==> src/rtl/nasti_lite_reg_slave.sv <==
// ---------------------------------------------------------------------------
// nasti_lite_reg_slave
//
// Purpose:
//   NASTI-Lite responder that ends a Lite master port on a bank of NUM_REGS
//   software-visible control registers. It accepts single-beat writes and
//   reads, applies byte strobes, echoes ID/USER, and answers OKAY or DECERR.
//   Register contents drive reg_q directly. Each register has a one-cycle
//   write pulse on reg_wr, asserted the cycle after that register is written.
//
// Optional feature (compile-time macro):
//   NASTI_LITE_REG_PROT_EN
//     When defined, a write with aw_prot[0]=0 (unprivileged) to an in-range
//     register is dropped and answered SLVERR, with no reg_wr pulse.
//     When undefined, aw_prot and ar_prot are ignored.
//
// Ports:
//   clk, rst              single clock, synchronous active-high reset
//   lite_aw_*             write address channel (id/addr/prot/user/valid/ready)
//   lite_w_*              write data channel (data/strb/user/valid/ready)
//   lite_b_*              write response channel (id/resp/user/valid/ready)
//   lite_ar_*             read address channel (id/addr/prot/user/valid/ready)
//   lite_r_*              read data channel (id/data/resp/user/valid/ready)
//   reg_q                 register contents, register i at [i*DATA_WIDTH +: DATA_WIDTH]
//   reg_wr                per-register write pulse
// ---------------------------------------------------------------------------
module nasti_lite_reg_slave #(
   parameter int ID_WIDTH   = 1,
   parameter int ADDR_WIDTH = 8,
   parameter int DATA_WIDTH = 32,
   parameter int USER_WIDTH = 1,
   parameter int NUM_REGS   = 8
) (
   input  logic                           clk,
   input  logic                           rst,

   input  logic [ID_WIDTH-1:0]            lite_aw_id,
   input  logic [ADDR_WIDTH-1:0]          lite_aw_addr,
   input  logic [2:0]                     lite_aw_prot,
   input  logic [USER_WIDTH-1:0]          lite_aw_user,
   input  logic                           lite_aw_valid,
   output logic                           lite_aw_ready,

   input  logic [DATA_WIDTH-1:0]          lite_w_data,
   input  logic [DATA_WIDTH/8-1:0]        lite_w_strb,
   input  logic [USER_WIDTH-1:0]          lite_w_user,
   input  logic                           lite_w_valid,
   output logic                           lite_w_ready,

   output logic [ID_WIDTH-1:0]            lite_b_id,
   output logic [1:0]                     lite_b_resp,
   output logic [USER_WIDTH-1:0]          lite_b_user,
   output logic                           lite_b_valid,
   input  logic                           lite_b_ready,

   input  logic [ID_WIDTH-1:0]            lite_ar_id,
   input  logic [ADDR_WIDTH-1:0]          lite_ar_addr,
   input  logic [2:0]                     lite_ar_prot,
   input  logic [USER_WIDTH-1:0]          lite_ar_user,
   input  logic                           lite_ar_valid,
   output logic                           lite_ar_ready,

   output logic [ID_WIDTH-1:0]            lite_r_id,
   output logic [DATA_WIDTH-1:0]          lite_r_data,
   output logic [1:0]                     lite_r_resp,
   output logic [USER_WIDTH-1:0]          lite_r_user,
   output logic                           lite_r_valid,
   input  logic                           lite_r_ready,

   output logic [NUM_REGS*DATA_WIDTH-1:0] reg_q,
   output logic [NUM_REGS-1:0]            reg_wr
);

   localparam int STRB_W = DATA_WIDTH / 8;
   localparam int OFF_W  = $clog2(STRB_W);
   localparam int IDX_W  = ADDR_WIDTH - OFF_W;
   localparam int RIDX_W = $clog2(NUM_REGS);

   localparam logic [1:0] RESP_OKAY   = 2'b00;
   localparam logic [1:0] RESP_SLVERR = 2'b10;
   localparam logic [1:0] RESP_DECERR = 2'b11;

   typedef enum logic [1:0] {W_IDLE, W_DATA, W_RESP} wstate_e;
   typedef enum logic       {R_IDLE, R_RESP}         rstate_e;

   // An address is in range when every word-index bit above the register
   // select field is zero.
   function automatic logic idx_in_range(input logic [ADDR_WIDTH-1:0] addr);
      logic [IDX_W-1:0] idx;
      idx = addr[ADDR_WIDTH-1:OFF_W];
      return (idx >> RIDX_W) == '0;
   endfunction

   function automatic logic [RIDX_W-1:0] reg_sel(input logic [ADDR_WIDTH-1:0] addr);
      return addr[OFF_W +: RIDX_W];
   endfunction

   // Byte offset bits, the W user field and ar_prot carry no meaning here.
   logic unused_inputs;
   assign unused_inputs = ^{lite_aw_addr[OFF_W-1:0], lite_ar_addr[OFF_W-1:0],
                            lite_w_user, lite_ar_prot, lite_aw_prot};

   // ------------------------------------------------------------------------
   // Write channel FSM
   // ------------------------------------------------------------------------
   wstate_e w_state_q, w_state_d;

   logic aw_fire, w_fire, b_fire;
   assign aw_fire = lite_aw_valid & lite_aw_ready;
   assign w_fire  = lite_w_valid  & lite_w_ready;
   assign b_fire  = lite_b_valid  & lite_b_ready;

   always_ff @(posedge clk) begin
      if (rst) w_state_q <= W_IDLE;
      else     w_state_q <= w_state_d;
   end

   always_comb begin
      w_state_d = w_state_q;
      case (w_state_q)
         W_IDLE:  if (aw_fire) w_state_d = W_DATA;
         W_DATA:  if (w_fire)  w_state_d = W_RESP;
         W_RESP:  if (b_fire)  w_state_d = W_IDLE;
         default:              w_state_d = W_IDLE;
      endcase
   end

   // W is held off in W_IDLE, so a W beat arriving before AW simply waits.
   always_comb begin
      lite_aw_ready = 1'b0;
      lite_w_ready  = 1'b0;
      lite_b_valid  = 1'b0;
      case (w_state_q)
         W_IDLE:  lite_aw_ready = 1'b1;
         W_DATA:  lite_w_ready  = 1'b1;
         W_RESP:  lite_b_valid  = 1'b1;
         default: ;
      endcase
   end

   // Write address context and response payload
   logic [RIDX_W-1:0]     aw_idx_q;
   logic                  aw_inr_q;
   logic [ID_WIDTH-1:0]   b_id_q;
   logic [USER_WIDTH-1:0] b_user_q;
   logic [1:0]            b_resp_q;

   logic       wr_prot_ok;
   logic       wr_commit;
   logic [1:0] wr_resp;

`ifdef NASTI_LITE_REG_PROT_EN
   logic aw_priv_q;

   always_ff @(posedge clk) begin
      if (rst)          aw_priv_q <= 1'b0;
      else if (aw_fire) aw_priv_q <= lite_aw_prot[0];
   end

   assign wr_prot_ok = aw_priv_q;
`else
   assign wr_prot_ok = 1'b1;
`endif

   // Out-of-range takes precedence over the privilege check.
   always_comb begin
      if (!aw_inr_q)        wr_resp = RESP_DECERR;
      else if (!wr_prot_ok) wr_resp = RESP_SLVERR;
      else                  wr_resp = RESP_OKAY;
   end

   assign wr_commit = w_fire & aw_inr_q & wr_prot_ok;

   always_ff @(posedge clk) begin
      if (rst) begin
         aw_idx_q <= '0;
         aw_inr_q <= 1'b0;
         b_id_q   <= '0;
         b_user_q <= '0;
         b_resp_q <= RESP_OKAY;
      end else begin
         if (aw_fire) begin
            aw_idx_q <= reg_sel(lite_aw_addr);
            aw_inr_q <= idx_in_range(lite_aw_addr);
            b_id_q   <= lite_aw_id;
            b_user_q <= lite_aw_user;
         end
         if (w_fire) b_resp_q <= wr_resp;
      end
   end

   assign lite_b_id   = b_id_q;
   assign lite_b_user = b_user_q;
   assign lite_b_resp = b_resp_q;

   // ------------------------------------------------------------------------
   // Register bank
   // ------------------------------------------------------------------------
   logic [NUM_REGS-1:0][DATA_WIDTH-1:0] regs_q, regs_d;
   logic [NUM_REGS-1:0]                 reg_wr_q, reg_wr_d;

   // An all-zero strobe still counts as a write: no bytes change but the
   // pulse fires.
   always_comb begin
      regs_d   = regs_q;
      reg_wr_d = '0;
      if (wr_commit) begin
         for (int k = 0; k < STRB_W; k++) begin
            if (lite_w_strb[k]) regs_d[aw_idx_q][k*8 +: 8] = lite_w_data[k*8 +: 8];
         end
         reg_wr_d[aw_idx_q] = 1'b1;
      end
   end

   always_ff @(posedge clk) begin
      if (rst) begin
         regs_q   <= '0;
         reg_wr_q <= '0;
      end else begin
         regs_q   <= regs_d;
         reg_wr_q <= reg_wr_d;
      end
   end

   assign reg_q  = regs_q;
   assign reg_wr = reg_wr_q;

   // ------------------------------------------------------------------------
   // Read channel FSM
   // ------------------------------------------------------------------------
   rstate_e r_state_q, r_state_d;

   logic ar_fire, r_fire;
   assign ar_fire = lite_ar_valid & lite_ar_ready;
   assign r_fire  = lite_r_valid  & lite_r_ready;

   always_ff @(posedge clk) begin
      if (rst) r_state_q <= R_IDLE;
      else     r_state_q <= r_state_d;
   end

   always_comb begin
      r_state_d = r_state_q;
      case (r_state_q)
         R_IDLE:  if (ar_fire) r_state_d = R_RESP;
         R_RESP:  if (r_fire)  r_state_d = R_IDLE;
         default:              r_state_d = R_IDLE;
      endcase
   end

   always_comb begin
      lite_ar_ready = 1'b0;
      lite_r_valid  = 1'b0;
      case (r_state_q)
         R_IDLE:  lite_ar_ready = 1'b1;
         R_RESP:  lite_r_valid  = 1'b1;
         default: ;
      endcase
   end

   // Read data is taken from regs_q, so a write landing on the same edge is
   // not yet visible to this read.
   logic [ID_WIDTH-1:0]   r_id_q;
   logic [DATA_WIDTH-1:0] r_data_q;
   logic [1:0]            r_resp_q;
   logic [USER_WIDTH-1:0] r_user_q;

   always_ff @(posedge clk) begin
      if (rst) begin
         r_id_q   <= '0;
         r_data_q <= '0;
         r_resp_q <= RESP_OKAY;
         r_user_q <= '0;
      end else if (ar_fire) begin
         r_id_q   <= lite_ar_id;
         r_user_q <= lite_ar_user;
         if (idx_in_range(lite_ar_addr)) begin
            r_data_q <= regs_q[reg_sel(lite_ar_addr)];
            r_resp_q <= RESP_OKAY;
         end else begin
            r_data_q <= '0;
            r_resp_q <= RESP_DECERR;
         end
      end
   end

   assign lite_r_id   = r_id_q;
   assign lite_r_data = r_data_q;
   assign lite_r_resp = r_resp_q;
   assign lite_r_user = r_user_q;

endmodule

==> config.mk <==
export PLATFORM = sky130hd
export DESIGN_NAME = nasti_lite_reg_slave
export DESIGN_NICKNAME = d
export VERILOG_FILES = /design/src/rtl/nasti_lite_reg_slave.sv
export SDC_FILE = /design/constraint.sdc
export NUM_CORES = 1
export LEC_CHECK = 0
export ABC_AREA = 1
export CELL_PAD_IN_SITES_DETAIL_PLACEMENT = 0
export CELL_PAD_IN_SITES_GLOBAL_PLACEMENT = 1
export CORE_ASPECT_RATIO = 1.2
export CORE_MARGIN = 4
export CORE_UTILIZATION = 30
export DETAILED_ROUTE_END_ITERATION = 6
export PLACE_DENSITY_LB_ADDON = 0.25
export REMOVE_ABC_BUFFERS = 1
export SKIP_CTS_REPAIR_TIMING = 1
export SLEW_MARGIN = 20
export SYNTH_ARGS = -nofsm -noshare
export SYNTH_HDL_FRONTEND = slang
export SYNTH_SLANG_ARGS = --single-unit
==> constraint.sdc <==
create_clock -name clk -period 1.45 [get_ports clk]
set_input_delay 0.145 -clock clk [delete_from_list [all_inputs] [get_ports clk]]
set_output_delay 0.145 -clock clk [all_outputs]
set_load 0.005 [all_outputs]
# Word-level counts from Yosys, hierarchy flattened
# Index checks and enable logic that the tools add are counted.
# word_totals
latch_bits,0
register_bits,311
n_memories,0
romBits,0
out_inout_bits,309
ramBits,0
in_bits,70
# classes
n_mux,38
div,0
n_lt_le_gt_ge,3
n_eq_ne,5
n_reduce_logical,6
n_addsub,0
bitwise_logic,8
multipliers,0
shift,0
# ops
cell,n
$mux 256,7
$bwmux 256,4
$demux 32 s3,4
$bmux 32 s3,1
$mux 32,3
$mux 24,1
$mux 16,1
$logic_not 6->1,2
$mux 2,5
$lt 3x4->1 const B,2
$mux 1,8
$mux 8,1
$and 1x1->1,6
$ne 2x2->1 const B,3
$pmux 2 s3,1
$demux 1 s3,1
$ge 3x1->1 const B,1
$reduce_and 3->1,1
$eq 2x1->1 const B,1
$eq 2x2->1 const B,1
$logic_not 2->1,1
$not 1->1,2
$pmux 1 s2,1
$reduce_or 2->1,1
$logic_and 1x1->1,1

# Longest topological paths before layout
# Gate-level depths: netlist (run 1).
# depth
depth_word,15
mapped_depth,9
depth_no_buf,8

# Least setup slack after synthesis (run 1)
# No wires, ideal clock.
# synth_timing
path_kind,register -> register
startpoint,register w_state_q[0]
endpoint,"register regs_q, in the netlist reg_q[248]"
path_stages_with_launch,8
synth_period_minus_slack_ps,1425
n_path_buf,2
t_required_ps,1332
arrival_time_ps,1307
path_slack_ps,25
path_cell_list,dfxtp_1 > nand3_2 > nor2_8 > nand2_4 > buf_2 > buf_2 > nor3_1 > nor2_1
# synth_via
elab_chain_len,4
# synth_rtl
item,line,source
from (decl),106,"wstate_e w_state_q, w_state_d;"
from (signal assigned),115,else w_state_q <= w_state_d;
$eq 2x1->1,133,case (w_state_q)
$mux 1,133,
$and 1x1->1,110,assign w_fire = lite_w_valid & lite_w_ready;
$and 1x1->1,172,assign wr_commit = w_fire & aw_inr_q & wr_prot_ok;
to (signal assigned),220,regs_q <= regs_d;
to (decl),199,"logic [NUM_REGS-1:0][DATA_WIDTH-1:0] regs_q, regs_d;"
# No other way between the ends.
# A chain may end at the register's enable or synchronous reset.

# Worst setup path in the final report (run 1)
# layout_timing
startpoint,register w_state_q[1]
endpoint,"register regs_q, in the netlist reg_q[94]"
# Same word-level chain as after synthesis.

==> impl_metrics.yaml, run 1 <==
logic_synthesis:
  ys_types: 23
  ys_seq_area_frac: 0.438
  syn_inst: 2129
  ys_warn_count: 0
  synth_area_sq_mm: 0.0141
  synth_top_cells_by_area: "dfxtp_1, nand2_1, o21ai_0"
  yosysTopAreaCell: "dfxtp_1"
  ys_ff_latch: 309
  syn_area_per_cell_sq_um: 6.63
  synth_top_area_share: 0.438
clocking:
  cts_buffer_depth: 3
  clk_pin_slew_ns: 0.06
  htreeDepth: 2
  numClockSinks: 309
  cts_buffers: 36
  clk-insertion-delay-late_ns: 0.54
  cts_tree: "yes"
  cts-root-buf: "clkbuf_16"
timing:
  fin_skew_ns: 0.0220
  clock.fmax_ghz: 0.623
  worstMarginPinSlew_ns: 0.768
  setup_viol: 218
  drv_slew: 0
  tns_ns: -14.60
  hold_viol_final: 0
  slew_headroom: 0.486
  fin_crit_sh: 1.11
  rsz0062_at_grt: "true"
  holdWs_ns: 0.126
  post-route-min-period_ns: 1.60
  finalWorstSetupSlack_ns: -0.155
cells_and_area:
  fin_nets: 2619
  antenna_cells: 0
  syn2layout_area_growth_pct: 69.5
  nFillCells: 4449
  layout-drive-gt1-share: 0.294
floorplanning:
  fp-row-count: 86
  io_pins: 379
  die_h_um: 246
  coreArea_sq_mm: 0.0463
  start_util: 0.305
  die_area_sq_mm: 0.0506
  fp.dieW_um: 206
worst_setup_path:
  crit_path_frequent_cell: "buf_12"
  startpoint: "w_state_q[1]"
  crit_arrival_ns: 2.06
  cp.buffers_inverters: 4
  criticalPathCategory: "register to register"
  r2r-start: "w_state_q[1]"
  end_kind: "register"
  crit_fanout: 7
  crit_family: "simple AND/OR/NAND/NOR gates"
  setup.worst_path.start_class: "register"
  cp_data_required_time_ns: 1.91
  max_stage_delay_ns: 0.32
  critPathSlowestCell: "dfxtp_2"
  cp_cell_sequence: "inv_2 -> nand3_4 -> nor2_8 -> buf_12 -> buf_12 -> nand2_8 -> nor2_4 -> buf_6 -> o21ai_0 -> nor2_1"
place:
  gp_congestion: 0.841
  dp_hpwl_um: 43700
  portBuffers: 367
run_status:
  status: "finished with violations"
  violations: "negative setup slack"
grt:
  busiest_layer: "met2"
  track_usage: 0.239
  grtUsageMet1: 0.315
  grt_max_degree: 52
  grt_overflow: 0
  grt_pass1_vias: 14756
  use_met2: 0.411
  globalRouteMet3Util: 0.0319
  grt_pass1_wl_um: 93900
  antenna_found_initial: 2
worst_hold_path:
  hp-class: "primary input to register"
  min-delay-start: "lite_ar_addr[4]"
route:
  viasPerCell: 5.11
  firstDrtPassIters: 5
  vias: 16292
  route.detailed.drc: 0
  wl_per_cell_um: 21.1
  drtIter0Drc: 915
  detail-route-antenna-nets: 0
  wirelength_um: 67100
pwr:
  power_density_mw_per_mm2: 840
  p_leak_uw: 0.0143
  max-vdd-ir-drop_v: 0.000630
job:
  max-cap-violations: 0
[cells in the mapped netlist]
cell,n
dfxtp_1,309
nand3_2,6
clkinv_1,1
nor2_1,318
o21a_1,2
o21ai_0,252
nor3b_2,1
nand2_1,357
nor2_8,1
buf_4,2
buf_1,41
buf_2,38
a21oi_1,36
nand3_1,195
inv_1,204
o21ai_1,12
clkbuf_2,6
inv_2,3
a211oi_1,2
nor2_2,1
nand2_4,4
clkbuf_1,89
nor3_1,249
[layout make-up]
class / instances / area, sq um / share of cell area
Multi-Input combinational cell: 1443 / 7920 / 0.331
Timing Repair Buffer: 551 / 6740 / 0.282
Sequential cell: 309 / 6490 / 0.271
Clock buffer: 52 / 1100 / 0.0461
Inverter: 208 / 791 / 0.0330
Tap cell: 616 / 771 / 0.0322
Clock inverter: 10 / 105 / 0.00439
[state kept, by name, indices dropped and copies added, names as in the netlist]
signal,cells
aw_idx_q,3
aw_inr_q,1
lite_b_id,1
lite_b_resp,1
lite_b_user,1
lite_r_data,32
lite_r_id,1
lite_r_resp,1
lite_r_user,1
r_state_q,1
reg_q,256
reg_wr,8
w_state_q,2
[stage by stage]
stage / setup slack, ns / utilization / total power, uW / std cells / instance area [sq um]
after CTS: -0.399 / 0.444 / 20100 / 3141 / 20500
after floorplan: -2.19 / - / 9420 / 1953 / 13400
after detailed placement: -0.507 / 0.418 / 10700 / 3079 / 19300
after global placement: -0.471 / 0.418 / 10700 / 3079 / 19300
after global routing: -0.243 / 0.517 / 20800 / 3189 / 23900
final: -0.155 / 0.517 / 20100 / 3189 / 23900
[cell usage in the layout (no fill, tap or decap), types with 31 or more instances in the layout]
master | synthesis | routed
a21oi_1 | 36 | 36
buf_12 | 0 | 36
buf_4 | 2 | 78
buf_6 | 0 | 50
clkbuf_16 | 0 | 46
clkdlybuf4s50_1 | 0 | 54
dfxtp_1 | 309 | 111
dfxtp_2 | 0 | 174
dlymetal6s2s_1 | 0 | 309
inv_1 | 204 | 198
nand2_1 | 357 | 355
nand3_1 | 195 | 192
nor2_1 | 318 | 283
nor2_4 | 0 | 31
nor3_1 | 249 | 166
nor3_2 | 0 | 77
o21ai_0 | 252 | 69
o21ai_1 | 12 | 37
o21ai_2 | 0 | 158
[routing by layer]
| layer | routed length [um] | part of all wire | vias up |
|---|---|---|---|
| met5 | 20 | 0.00030 | - |
| met4 | 1610 | 0.024 | 4 |
| met3 | 3860 | 0.057 | 105 |
| met2 | 33900 | 0.51 | 579 |
| met1 | 27700 | 0.41 | 7852 |
| li1 | - | - | 7752 |
[where the power goes]
group          leakage (uW)  switching (uW)  internal (uW)  total (uW)
combinational        0.0111            1410            761        2170
sequential          0.00260            42.4           8500        8540
clock              0.000598            3780           5620        9390
[cell families (layout without fill, tap and decap cells)]
| group | after synthesis | after routing | share of synthesized area |
|---|---|---|---|
| DFF | 309 | 309 | 0.438 |
| and+or+nand+nor | 1132 | 1139 | 0.347 |
| buffers and inverters | 384 | 821 | 0.107 |
| AOI/OAI and AO/OA | 304 | 304 | 0.108 |
[worst reg2reg max path: stages (launching register included)]
cell	delay (ns)
dfxtp_2	0.32
inv_2	0.07
nand3_4	0.09
nor2_8	0.15
buf_12	0.18
buf_12	0.15
nand2_8	0.08
nor2_4	0.17
buf_6	0.14
o21ai_0	0.08
nor2_1	0.11
[worst paths after layout]
kind,end,slack [ns],depth (start not counted)
worst max-delay path,reg_q[94],-0.15,10
worst max register to register,reg_q[94],-0.15,10
worst min-delay path,lite_r_data[8],0.13,4
worst min register to register,lite_r_data[11],0.46,2
Power figures use the tool's default switching activity.
==> inputs of run 2 (changes only) <==
- CORE_MARGIN: 4 -> 5
==> impl_metrics.yaml, run 2 (synthesized netlist as in run 1, its figures left out) <==
cells_and_area:
  syn2layout_area_growth_pct: 74.7
  largest_reg_flops: 256
  layout-drive-gt1-share: 0.319
  fin_nets: 2624
  layout_common_cells: "nand2_1, dlymetal6s2s_1, nor2_1, inv_1, nand3_1"
  layout_commonest_cell: "nand2_1"
  fin_util: 0.527
place:
  dp_worst_setup_slack_ns: -0.456
  dp_hpwl_um: 43600
  gp_congestion: 0.853
  portBuffers: 367
floorplanning:
  io_pins: 379
  coreArea_sq_mm: 0.0468
  die_h_um: 248
  fp-row-count: 87
  fp.dieW_um: 208
  die_area_sq_mm: 0.0515
  start_util: 0.302
clocking:
  htreeDepth: 2
  cts_buffer_depth: 3
  clk-insertion-delay-late_ns: 0.53
  clk_pin_slew_ns: 0.06
  cts_tree: "yes"
  cts_buffers: 35
  cts-root-buf: "clkbuf_16"
  numClockSinks: 309
timing:
  hold_viol_final: 0
  fin_skew_ns: 0.0101
  drv_slew: 0
  clock.fmax_ghz: 0.618
  finalWorstSetupSlack_ns: -0.168
  setup_viol: 202
  post-route-min-period_ns: 1.62
  worstMarginPinSlew_ns: 0.796
  fin_crit_sh: 1.12
  slew_headroom: 0.468
  rsz0062_at_grt: "true"
worst_setup_path:
  end_kind: "register"
  max_stage_delay_ns: 0.33
  cp_cell_sequence: "inv_2 -> nand3_4 -> nor2_8 -> buf_12 -> buf_12 -> nand2_8 -> nor2_4 -> buf_4 -> o21ai_0 -> nor2_1"
  critPathSlowestCell: "dfxtp_2"
  crit_path_frequent_cell: "buf_12"
  setup.worst_path.start_class: "register"
  criticalPathCategory: "register to register"
  crit_arrival_ns: 2.07
  cp_data_required_time_ns: 1.91
  crit_fanout: 6
grt:
  grt_overflow: 0
  grt_pass1_vias: 14608
  grt_pass1_wl_um: 93200
  track_usage: 0.230
  antenna_found_initial: 2
  grt_max_degree: 74
route:
  viasPerCell: 5.10
  detail-route-antenna-nets: 0
  route.detailed.drc: 0
  drtIter0Drc: 1196
  wirelength_um: 68600
  firstDrtPassIters: 5
  vias: 16330
  wl_per_cell_um: 21.4
pwr:
  power_density_mw_per_mm2: 813
  max-vdd-ir-drop_v: 0.000601
  p_leak_uw: 0.0146
job:
  max-cap-violations: 0
run_status:
  status: "finished with violations"
  violations: "negative setup slack"
worst_hold_path:
  hp-class: "primary input to register"
run 2: cell types whose count changed in the layout (fill, tap and decap cells not counted), sizes merged:
cell | previous run | this run
dlymetal6s2s | 309 | 307
diode | 0 | 1
clkbuf | 61 | 65
buf | 179 | 178
clkdlybuf4s50 | 54 | 55
nand2 | 368 | 367
clkinvlp | 2 | 5
run 2: stage by stage:
step	hold WS (ns)	total power, uW	cells	setup TNS (ns)	instance area (sq um)
2_1_floorplan	0.214	9420	1953	-547.86	13400
3_3_place_gp	0.457	10700	3088	-82.90	19400
3_5_place_dp	0.457	10700	3088	-89.96	19400
4_1_cts	0.0749	19800	3148	-61.40	20600
5_1_grt	0.0945	20700	3201	-29.21	24700
6_report	0.0793	20100	3201	-12.43	24700
run 2: area by class of cell:
class                           count  area, sq um
Fill cell                        4368        22100
Multi-Input combinational cell   1442         8470
Timing Repair Buffer              558         6970
Sequential cell                   309         6490
Clock buffer                       47         1040
Inverter                          208          788
Tap cell                          623          779
Clock inverter                     13          131
Antenna cell                        1         2.50
run 2: critical path: cells and delay by family, from the launching register on:
| family | cells | cell delay, ns |
|---|---|---|
| and+or+nand+nor | 5 | 0.59 |
| buffers and inverters | 4 | 0.52 |
| DFF | 1 | 0.33 |
| AOI/OAI and AO/OA | 1 | 0.09 |
run 2: final timing paths:
path | start | endpoint | slack (ns) | cells past startpoint
worst max register to register | w_state_q[1] | reg_q[148] | -0.17 | 10
worst min-delay path | rst | reg_q[53] | 0.08 | 4
worst min register to register | lite_r_data[18] | lite_r_data[18] | 0.46 | 2
worst max-delay path | w_state_q[1] | reg_q[148] | -0.17 | 10
run 2: routing by layer:
layer / global-route usage / part of all wire / vias up
met5: 0 / 0.00019 / -
met4: 0.0609 / 0.024 / 2
met1: 0.304 / 0.43 / 7879
met2: 0.383 / 0.49 / 561
li1: - / - / 7782
met3: 0.0494 / 0.058 / 106
run 2: power breakdown:
group / internal [uW] / total, uW / leakage [uW] / switching (uW)
sequential: 8500 / 8550 / 0.00260 / 42.7
combinational: 789 / 2320 / 0.0114 / 1530
clock: 5410 / 9180 / 0.000569 / 3770
total: 14700 / 20100 / 0.0146 / 5350
